$ cat src/rtl/if_stage_if.sv
`default_nettype none
// ============================================================================
//  Module      : if_stage_if
//  Description : Bundle for the instruction-fetch stage. It carries the hazard
//                controls, the instruction-memory port and the IF/ID outputs.
//                The slave modport is the fetch stage. The master modport is
//                the surrounding pipeline (hazard unit, imem, decode).
//  Config      : IF_PERF_CNT_EN adds stall_cnt / flush_cnt.
//  Signals     : pc_stall, if_stall, flush, branch_target  -> fetch stage
//                imem_rdata                                -> fetch stage
//                imem_addr, id_pc, id_pc_plus4, id_inst,
//                id_valid [, stall_cnt, flush_cnt]         <- fetch stage
//  Revision    : 1.0  initial release
// ============================================================================
interface if_stage_if;
  logic        pc_stall;
  logic        if_stall;
  logic        flush;
  logic [31:0] branch_target;
  logic [31:0] imem_addr;
  logic [31:0] imem_rdata;
  logic [31:0] id_pc;
  logic [31:0] id_pc_plus4;
  logic [31:0] id_inst;
  logic        id_valid;
`ifdef IF_PERF_CNT_EN
  logic [31:0] stall_cnt;
  logic [31:0] flush_cnt;

  modport slave (
    input  pc_stall, if_stall, flush, branch_target, imem_rdata,
    output imem_addr, id_pc, id_pc_plus4, id_inst, id_valid,
           stall_cnt, flush_cnt
  );
  modport master (
    output pc_stall, if_stall, flush, branch_target, imem_rdata,
    input  imem_addr, id_pc, id_pc_plus4, id_inst, id_valid,
           stall_cnt, flush_cnt
  );
`else
  modport slave (
    input  pc_stall, if_stall, flush, branch_target, imem_rdata,
    output imem_addr, id_pc, id_pc_plus4, id_inst, id_valid
  );
  modport master (
    output pc_stall, if_stall, flush, branch_target, imem_rdata,
    input  imem_addr, id_pc, id_pc_plus4, id_inst, id_valid
  );
`endif
endinterface
`default_nettype wire

$ cat src/rtl/if_stage.sv
`default_nettype none
// ============================================================================
//  Module      : if_stage
//  Description : Instruction fetch stage plus the IF/ID pipeline register.
//                It holds the PC and drives the instruction-memory address.
//                It registers the fetched word for decode, and it applies the
//                stall and flush controls from the hazard unit.
//  Config      : Define IF_PERF_CNT_EN to get the saturating stall and flush
//                counters.
//  Ports       : clk        - clock. All state updates on the rising edge.
//                rst        - synchronous active-high reset.
//                bus        - if_stage_if.slave. Holds the hazard controls,
//                             the imem port and the IF/ID outputs.
//  Parameters  : RESET_PC   - PC loaded on reset.
//                NOP_INST   - bubble instruction placed in IF/ID.
//  Revision    : 1.0  initial release
// ============================================================================
module if_stage #(
  parameter logic [31:0] RESET_PC = 32'h0000_0000,
  parameter logic [31:0] NOP_INST = 32'h0000_0013
) (
  input  logic      clk,
  input  logic      rst,
  if_stage_if.slave bus
);

  localparam logic [31:0] c_PC_STEP   = 32'd4;
  localparam logic [31:0] c_ALIGN_MSK = 32'hFFFF_FFFC;
  localparam logic [31:0] c_CNT_MAX   = 32'hFFFF_FFFF;

  logic [31:0] r_pc;
  logic [31:0] w_pc_plus4;
  logic [31:0] w_target;
  logic        w_any_stall;

  logic [31:0] r_id_pc;
  logic [31:0] r_id_pc_plus4;
  logic [31:0] r_id_inst;
  logic        r_id_valid;

  // The sum wraps naturally modulo 2^32.
  assign w_pc_plus4  = r_pc + c_PC_STEP;
  // Redirect targets are forced word aligned. The low bits are dropped.
  assign w_target    = bus.branch_target & c_ALIGN_MSK;
  // A stall from either source freezes the PC, so no fetch is lost.
  assign w_any_stall = bus.pc_stall | bus.if_stall;

  // Program counter
  always_ff @(posedge clk) begin
    if (rst) begin
      r_pc <= RESET_PC;
    end else if (bus.flush) begin
      r_pc <= w_target;
    end else if (!w_any_stall) begin
      r_pc <= w_pc_plus4;
    end
  end

  // IF/ID register. When the PC is held and IF/ID is free, the register
  // takes a bubble. Loading the held fetch instead would let decode see
  // the same instruction twice.
  always_ff @(posedge clk) begin
    if (rst || bus.flush) begin
      r_id_pc       <= 32'h0000_0000;
      r_id_pc_plus4 <= c_PC_STEP;
      r_id_inst     <= NOP_INST;
      r_id_valid    <= 1'b0;
    end else if (bus.if_stall) begin
      r_id_pc       <= r_id_pc;
      r_id_pc_plus4 <= r_id_pc_plus4;
      r_id_inst     <= r_id_inst;
      r_id_valid    <= r_id_valid;
    end else if (bus.pc_stall) begin
      r_id_pc       <= 32'h0000_0000;
      r_id_pc_plus4 <= c_PC_STEP;
      r_id_inst     <= NOP_INST;
      r_id_valid    <= 1'b0;
    end else begin
      r_id_pc       <= r_pc;
      r_id_pc_plus4 <= w_pc_plus4;
      r_id_inst     <= bus.imem_rdata;
      r_id_valid    <= 1'b1;
    end
  end

  assign bus.imem_addr   = r_pc;
  assign bus.id_pc       = r_id_pc;
  assign bus.id_pc_plus4 = r_id_pc_plus4;
  assign bus.id_inst     = r_id_inst;
  assign bus.id_valid    = r_id_valid;

`ifdef IF_PERF_CNT_EN
  logic [31:0] r_stall_cnt;
  logic [31:0] r_flush_cnt;

  // A cycle with a flush counts only as a flush. The flush overrides the
  // stall, so that cycle is not a stall cycle.
  always_ff @(posedge clk) begin
    if (rst) begin
      r_stall_cnt <= 32'h0000_0000;
      r_flush_cnt <= 32'h0000_0000;
    end else begin
      if (w_any_stall && !bus.flush && (r_stall_cnt != c_CNT_MAX)) begin
        r_stall_cnt <= r_stall_cnt + 32'd1;
      end
      if (bus.flush && (r_flush_cnt != c_CNT_MAX)) begin
        r_flush_cnt <= r_flush_cnt + 32'd1;
      end
    end
  end

  assign bus.stall_cnt = r_stall_cnt;
  assign bus.flush_cnt = r_flush_cnt;
`endif

endmodule
`default_nettype wire

$ cat src/flat_wrapper.sv
// flat-port wrapper written by rule: the top's interface ports become plain ports
module if_stage_flat 
#(
  parameter logic [31:0] RESET_PC = 32'h0000_0000,
  parameter logic [31:0] NOP_INST = 32'h0000_0013
)
  (clk, rst, bus_pc_stall, bus_if_stall, bus_flush, bus_branch_target, bus_imem_rdata, bus_imem_addr, bus_id_pc, bus_id_pc_plus4, bus_id_inst, bus_id_valid);
  if_stage_if bus_i ();
  input  logic clk;
  input  logic rst;
  input wire logic [$bits(bus_i.pc_stall)-1:0] bus_pc_stall;
  input wire logic [$bits(bus_i.if_stall)-1:0] bus_if_stall;
  input wire logic [$bits(bus_i.flush)-1:0] bus_flush;
  input wire logic [$bits(bus_i.branch_target)-1:0] bus_branch_target;
  input wire logic [$bits(bus_i.imem_rdata)-1:0] bus_imem_rdata;
  output wire logic [$bits(bus_i.imem_addr)-1:0] bus_imem_addr;
  output wire logic [$bits(bus_i.id_pc)-1:0] bus_id_pc;
  output wire logic [$bits(bus_i.id_pc_plus4)-1:0] bus_id_pc_plus4;
  output wire logic [$bits(bus_i.id_inst)-1:0] bus_id_inst;
  output wire logic [$bits(bus_i.id_valid)-1:0] bus_id_valid;
  assign bus_i.pc_stall = bus_pc_stall;
  assign bus_i.if_stall = bus_if_stall;
  assign bus_i.flush = bus_flush;
  assign bus_i.branch_target = bus_branch_target;
  assign bus_i.imem_rdata = bus_imem_rdata;
  assign bus_imem_addr = bus_i.imem_addr;
  assign bus_id_pc = bus_i.id_pc;
  assign bus_id_pc_plus4 = bus_i.id_pc_plus4;
  assign bus_id_inst = bus_i.id_inst;
  assign bus_id_valid = bus_i.id_valid;
  if_stage #(.RESET_PC(RESET_PC), .NOP_INST(NOP_INST)) u_core (.clk(clk), .rst(rst), .bus(bus_i));
endmodule
$ cat config.mk
export PLATFORM = sky130hd
export DESIGN_NAME = if_stage_flat
export DESIGN_NICKNAME = d
export VERILOG_FILES = /design/src/rtl/if_stage_if.sv /design/src/rtl/if_stage.sv /design/src/flat_wrapper.sv
export SDC_FILE = /design/constraint.sdc
export NUM_CORES = 1
export LEC_CHECK = 0
export ABC_AREA = 1
export ABC_CLOCK_PERIOD_IN_PS = 2080
export BUFFER_PORTS_ARGS = -buffer_cell sky130_fd_sc_hd__buf_2
export CAP_MARGIN = 20
export CORE_MARGIN = 1
export CORE_UTILIZATION = 53
export DETAILED_ROUTE_END_ITERATION = 8
export GPL_TIMING_DRIVEN = 0
export PLACE_DENSITY = 0.86
export SLEW_MARGIN = 40
export SYNTH_ARGS = -nofsm -noshare
export SYNTH_HDL_FRONTEND = slang
export SYNTH_SLANG_ARGS = --single-unit
export TNS_END_PERCENT = 10
$ cat constraint.sdc
create_clock -name clk -period 2.08 [get_ports clk]
set_input_delay 0.416 -clock clk [delete_from_list [all_inputs] [get_ports clk]]
set_output_delay 0.416 -clock clk [all_outputs]
set_load 0.01 [all_outputs]
== Word level (Yosys, flattened, before mapping) ==
Cells that the tools add are included.

* Bits in registers: 129

* Add/subtract/negate cells: 1
* Equality and inequality tests: 1
* Mux-type cells: 6
* Bitwise logic cells: 1
* Reduce and logical (&&, ||, !) cells: 2

{| class="wikitable"
|+ Operator list
! kind !! number
|-
| $mux W32 || 5
|-
| $add A32 B3 Y32 const B || 1
|-
| $ne A2 B2 Y1 const B || 1
|-
| $reduce_or A2 Y1 || 1
|-
| $logic_or A1 B1 Y1 || 1
|-
| $mux W1 || 1
|-
| $or A1 B1 Y1 || 1
|}

== Logic depth before layout (Yosys ltp) ==
* Depth after elaboration: 3
* Mapped depth: 10
* Gate-level depth less buffers: 10

== Least setup slack after synthesis ==
Ideal clock, no wire load.

* Kind: register to register
* From: register u_core.r_pc[2] (netlist: u_core.bus.imem_addr[2])
* To: register u_core.r_id_pc_plus4[12] (netlist: u_core.bus.id_pc_plus4[12])
* Data arrival time: 1.311 ns
* Path slack: 0.647 ns
* Cell stages (with the launch flop): 9
* Path buffers: 0
* Clock period less this slack: 1.433 ns
* Path through: dfxtp_1 ha_1 nand2_1 nor2_4 nand2_1 nor2_2 a21oi_1 o211ai_1 nand2_1

* Cells in the longest elaborated chain, start to end: 2

{| class="wikitable"
|+ Ends and longest elaborated chain
! what !! RTL line !! RTL
|-
| start: declaration || if_stage.sv:31 || <nowiki>logic [31:0] r_pc;</nowiki>
|-
| start signal: assignment || if_stage.sv:53 || <nowiki>r_pc <= w_target;</nowiki>
|-
| start signal: assignment || if_stage.sv:55 || <nowiki>r_pc <= w_pc_plus4;</nowiki>
|-
| $add A32 B3 Y32 || if_stage.sv:42 || <nowiki>assign w_pc_plus4 = r_pc + c_PC_STEP;</nowiki>
|-
| $mux W32 || if_stage.sv:73 || <nowiki>end else if (bus.pc_stall) begin</nowiki>
|-
| end signal: assignment || if_stage.sv:70 || <nowiki>r_id_pc_plus4 <= r_id_pc_plus4;</nowiki>
|-
| end signal: assignment || if_stage.sv:75 || <nowiki>r_id_pc_plus4 <= c_PC_STEP;</nowiki>
|-
| end signal: assignment || if_stage.sv:80 || <nowiki>r_id_pc_plus4 <= w_pc_plus4;</nowiki>
|-
| end: declaration || if_stage.sv:37 || <nowiki>logic [31:0] r_id_pc_plus4;</nowiki>
|}

Every way passes these cells.
A chain may end at the register's enable or synchronous reset.

== Worst setup path in the final report ==
* From: register u_core.r_pc[3] (netlist: u_core.bus.imem_addr[3])
* To: register u_core.r_pc[12] (netlist: u_core.bus.imem_addr[12])

* Cells in the longest elaborated chain, start to end: 3

{| class="wikitable"
|+ Ends and longest elaborated chain
! what !! RTL line !! RTL
|-
| $add A32 B3 Y32 || if_stage.sv:42 ||
|-
| $mux W32 || if_stage.sv:54 || <nowiki>end else if (!w_any_stall) begin</nowiki>
|-
| $mux W32 || if_stage.sv:52 || <nowiki>end else if (bus.flush) begin</nowiki>
|}

Every way passes these cells. The select of a mux whose other input is x is not followed.

==> reports/summary.txt <==
Core area -> 9328 um2
Critical Path AT -> 2210 ps
Fin nets -> 956
Postcts setup bufs -> 0
Initial Util -> 55.09%
Clk slew on worst S/H paths -> 60 ps
Fin worst setup slack -> 257.8 ps
I/O Pins -> 198
Root buf cell -> clkbuf_8
Pin count of the biggest net entering global routing -> 17
Sink Count -> 123
Synth cell types -> 32
Total track usage -> 32.65%
Synth Register Bits -> 123
Tcrit/Tclk final -> 87.61%
P per Cell Area -> 863.4 nW/um2
TNS Setup -> 0 ps
Worst R2R Path Depth -> 8
Routed wl met2 -> 7.816 mm
Vias in the first global route -> 5204
Primary FF master, synth -> dfxtp_1
Critical path class -> reg2reg
Die ar. -> 10090 um2
Htree depth -> 4
Switching pwr -> 0.001472 W
Rows -> 35
CTS Hold Bufs -> 0
Detailed placer's ending HPWL -> 11.92 mm
Static Leakage -> 3.420 nW
Clock Skew -> 11.94 ps
Reg2Reg Capture Point -> u_core.bus.imem_addr[12]
Num CTS Buffers -> 17
Final hold viol count -> 0
Layout area overhead -> 33.46%
Unrepaired setup endpoints after global routing -> false
Share of the yosys chip area belonging to registers -> 47.92%
Vias per cell -> 5.395
Post-synth top cells -> nand2_1, dfxtp_1, nand3_1
DRT Wirelength -> 16.27 mm
Combinational power share -> 8.0%
Seq pwr share -> 41.9%
CP Launch Point -> u_core.bus.imem_addr[3]
Fmax -> 548.8 MHz
Average size of a mapped cell -> 7.624 um2
First drt pass iteration count -> 5
Cell Area, Synth -> 5139 um2
Crit start category -> flop
Pins Over Slew Limit -> 0
VDD IR-drop max -> 0.5515 mV
EDFF count, synth -> 0
Crit path time final -> 1822 ps
Initial DRC count -> 370
Worst-Margin Slew -> 735.9 ps
CP Capture Type -> flop
Critical Path RT -> 2470 ps
Design Area, Final -> 6858 um2
GRT overflow -> 0
Number of max-cap violations -> 0
Post-synth ARST share -> 0%
Clock share of power -> 50.1%
DR WL/cell -> 15.82 um
Initial antenna violation count -> 1
Hold_sp -> bus_imem_rdata[8]
First-pass GRT wire length -> 25.25 mm
CTS tree -> done
Top-area cell type share of the netlist area -> 47.92%
Clk buf depth -> 2
Sw Ratio -> 24.86%
Count leader, synth -> nand2_1
Status -> finished clean
Metal-1 WL -> 6.546 mm
FF-to-FF Start -> u_core.bus.imem_addr[3]
PortBufs -> 188
R2R setup slack -> 260 ps
Detail Route met3 WL -> 1.549 mm
Cells after Synth -> 674
Clk Latency, worst-skew pair -> 520 ps
Remaining DRCs -> 0
Critical-path maximum fanout -> 6
Largest area contributor in the netlist -> dfxtp_1
Die X -> 100.5 um
Ratio of cells with drive above 1 in the final layout -> 28.29%
Routability Congestion -> 0.9595
HP Class -> in2reg
Top post-synthesis cells by area -> dfxtp_1, nand2_1, nand3_1, o21ai_0, a32o_1
Post-CTS sizing -> 0
Cell-internal power -> 0.004449 W
Top layer in use -> met4
Cell area after placement -> 6260 um2
Die H -> 100.5 um
Worst setup path endpoint -> u_core.bus.imem_addr[12]
Slew headroom -> 50.94%
Worst slack at placement -> 177.4 ps
Final ANT Viol Nets -> 0
Via Count -> 5546
Setup-failing EPs final -> 0
Worst hold slack -> 106.0 ps
Synth warnings -> 0
[cells by family (layout without fill, tap and decap cells)]
group,after synthesis,after routing,synth area share (%)
XOR/XNOR,2,2,0.3409
other,1,7,0.07298
AND/OR/NAND/NOR,348,348,29.75
AO/OA/AOI/OAI,110,110,13.81
buffers and inverters,89,308,7.865
adder cells (fa/ha/maj),1,1,0.2434
flip-flops,123,123,47.92
[through the flow]
step | total power [W] | utilization (%) | std cells
2_1_floorplan | 0.002774 | - | 679
4_1_cts | 0.005919 | 73.49 | 1027
5_1_grt | 0.006075 | 73.49 | 1027
6_report | 0.005921 | 73.52 | 1028
3_3_place_gp | 0.002981 | 67.11 | 996
3_5_place_dp | 0.002988 | 67.11 | 996
[power by group through the flow]
stage | clock network [W] | logic (W) | registers [W]
6_report | 0.00297 | 0.000471 | 0.00248
5_1_grt | 0.00307 | 0.000516 | 0.00249
4_1_cts | 0.00297 | 0.000466 | 0.00248
3_5_place_dp | 0 | 0.000460 | 0.00253
3_3_place_gp | 0 | 0.000455 | 0.00253
2_1_floorplan | 0 | 0.000228 | 0.00255
[layer usage]
layer / up-vias / global-route usage [%]
met4: 0 / 14.27
met2: 304 / 56.11
met3: 28 / 8.391
met1: 2535 / 38.48
li1: 2679 / -
met5: - / 0
[placed cells by master, fill, tap and decap left out, drive strengths merged]
cell type  Yosys  layout
nor3           5       5
a21oi          9       9
ha             1       1
nand4          5       5
inv           47      49
buf           20     208
diode          0       1
bufinv         0       3
nand3         90      90
and2           2       2
dfxtp        123     123
nand3b         1       1
clkinv         0       6
nand2        203     203
o211ai         4       4
o21ai         65      65
or2            1       1
clkinvlp       0       2
a32o          29      29
nor2          41      41
clkbuf        22      40
conb           1       6
o22ai          3       3
xor2           2       2
[cell type report]
type,count,area [um2]
diodes,1,2.502
fillers,756,2470
plain buffers,42,225.2
inverters,47,178.9
clock inverters,13,167.7
multi-input cells,467,2291
well taps,129,161.4
clock buffers,18,427.9
repair buffers,188,940.9
flip-flops and latches,123,2462
[registers in the layout, summed over array words and instances, names as in the netlist]
name	count
u_core.bus.id_inst	32
u_core.bus.id_pc	30
u_core.bus.imem_addr	30
u_core.bus.id_pc_plus4	30
u_core.bus.id_valid	1
[critical path: stages (launching register included)]
cell,delay (ps)
dfxtp_1,390
ha_1,180
nand2_1,100
nor2_4,170
nand2_1,170
nor2_2,320
a21oi_1,140
o211ai_1,150
nand2_1,80
[worst min path at each step]
| stage | endpoint | cells past startpoint | slack, ps |
|---|---|---|---|
| after global routing | u_core.bus.id_inst[3] | 2 | 90 |
| final | u_core.bus.id_inst[8] | 2 | 110 |
| after floorplan | u_core.bus.id_pc[2] | 2 | 490 |
| after detailed placement | u_core.bus.id_valid | 2 | 460 |
| after global placement | u_core.bus.id_pc_plus4[2] | 2 | 450 |
| after CTS | u_core.bus.id_inst[8] | 2 | 90 |
Power figures use the tool's default switching activity.
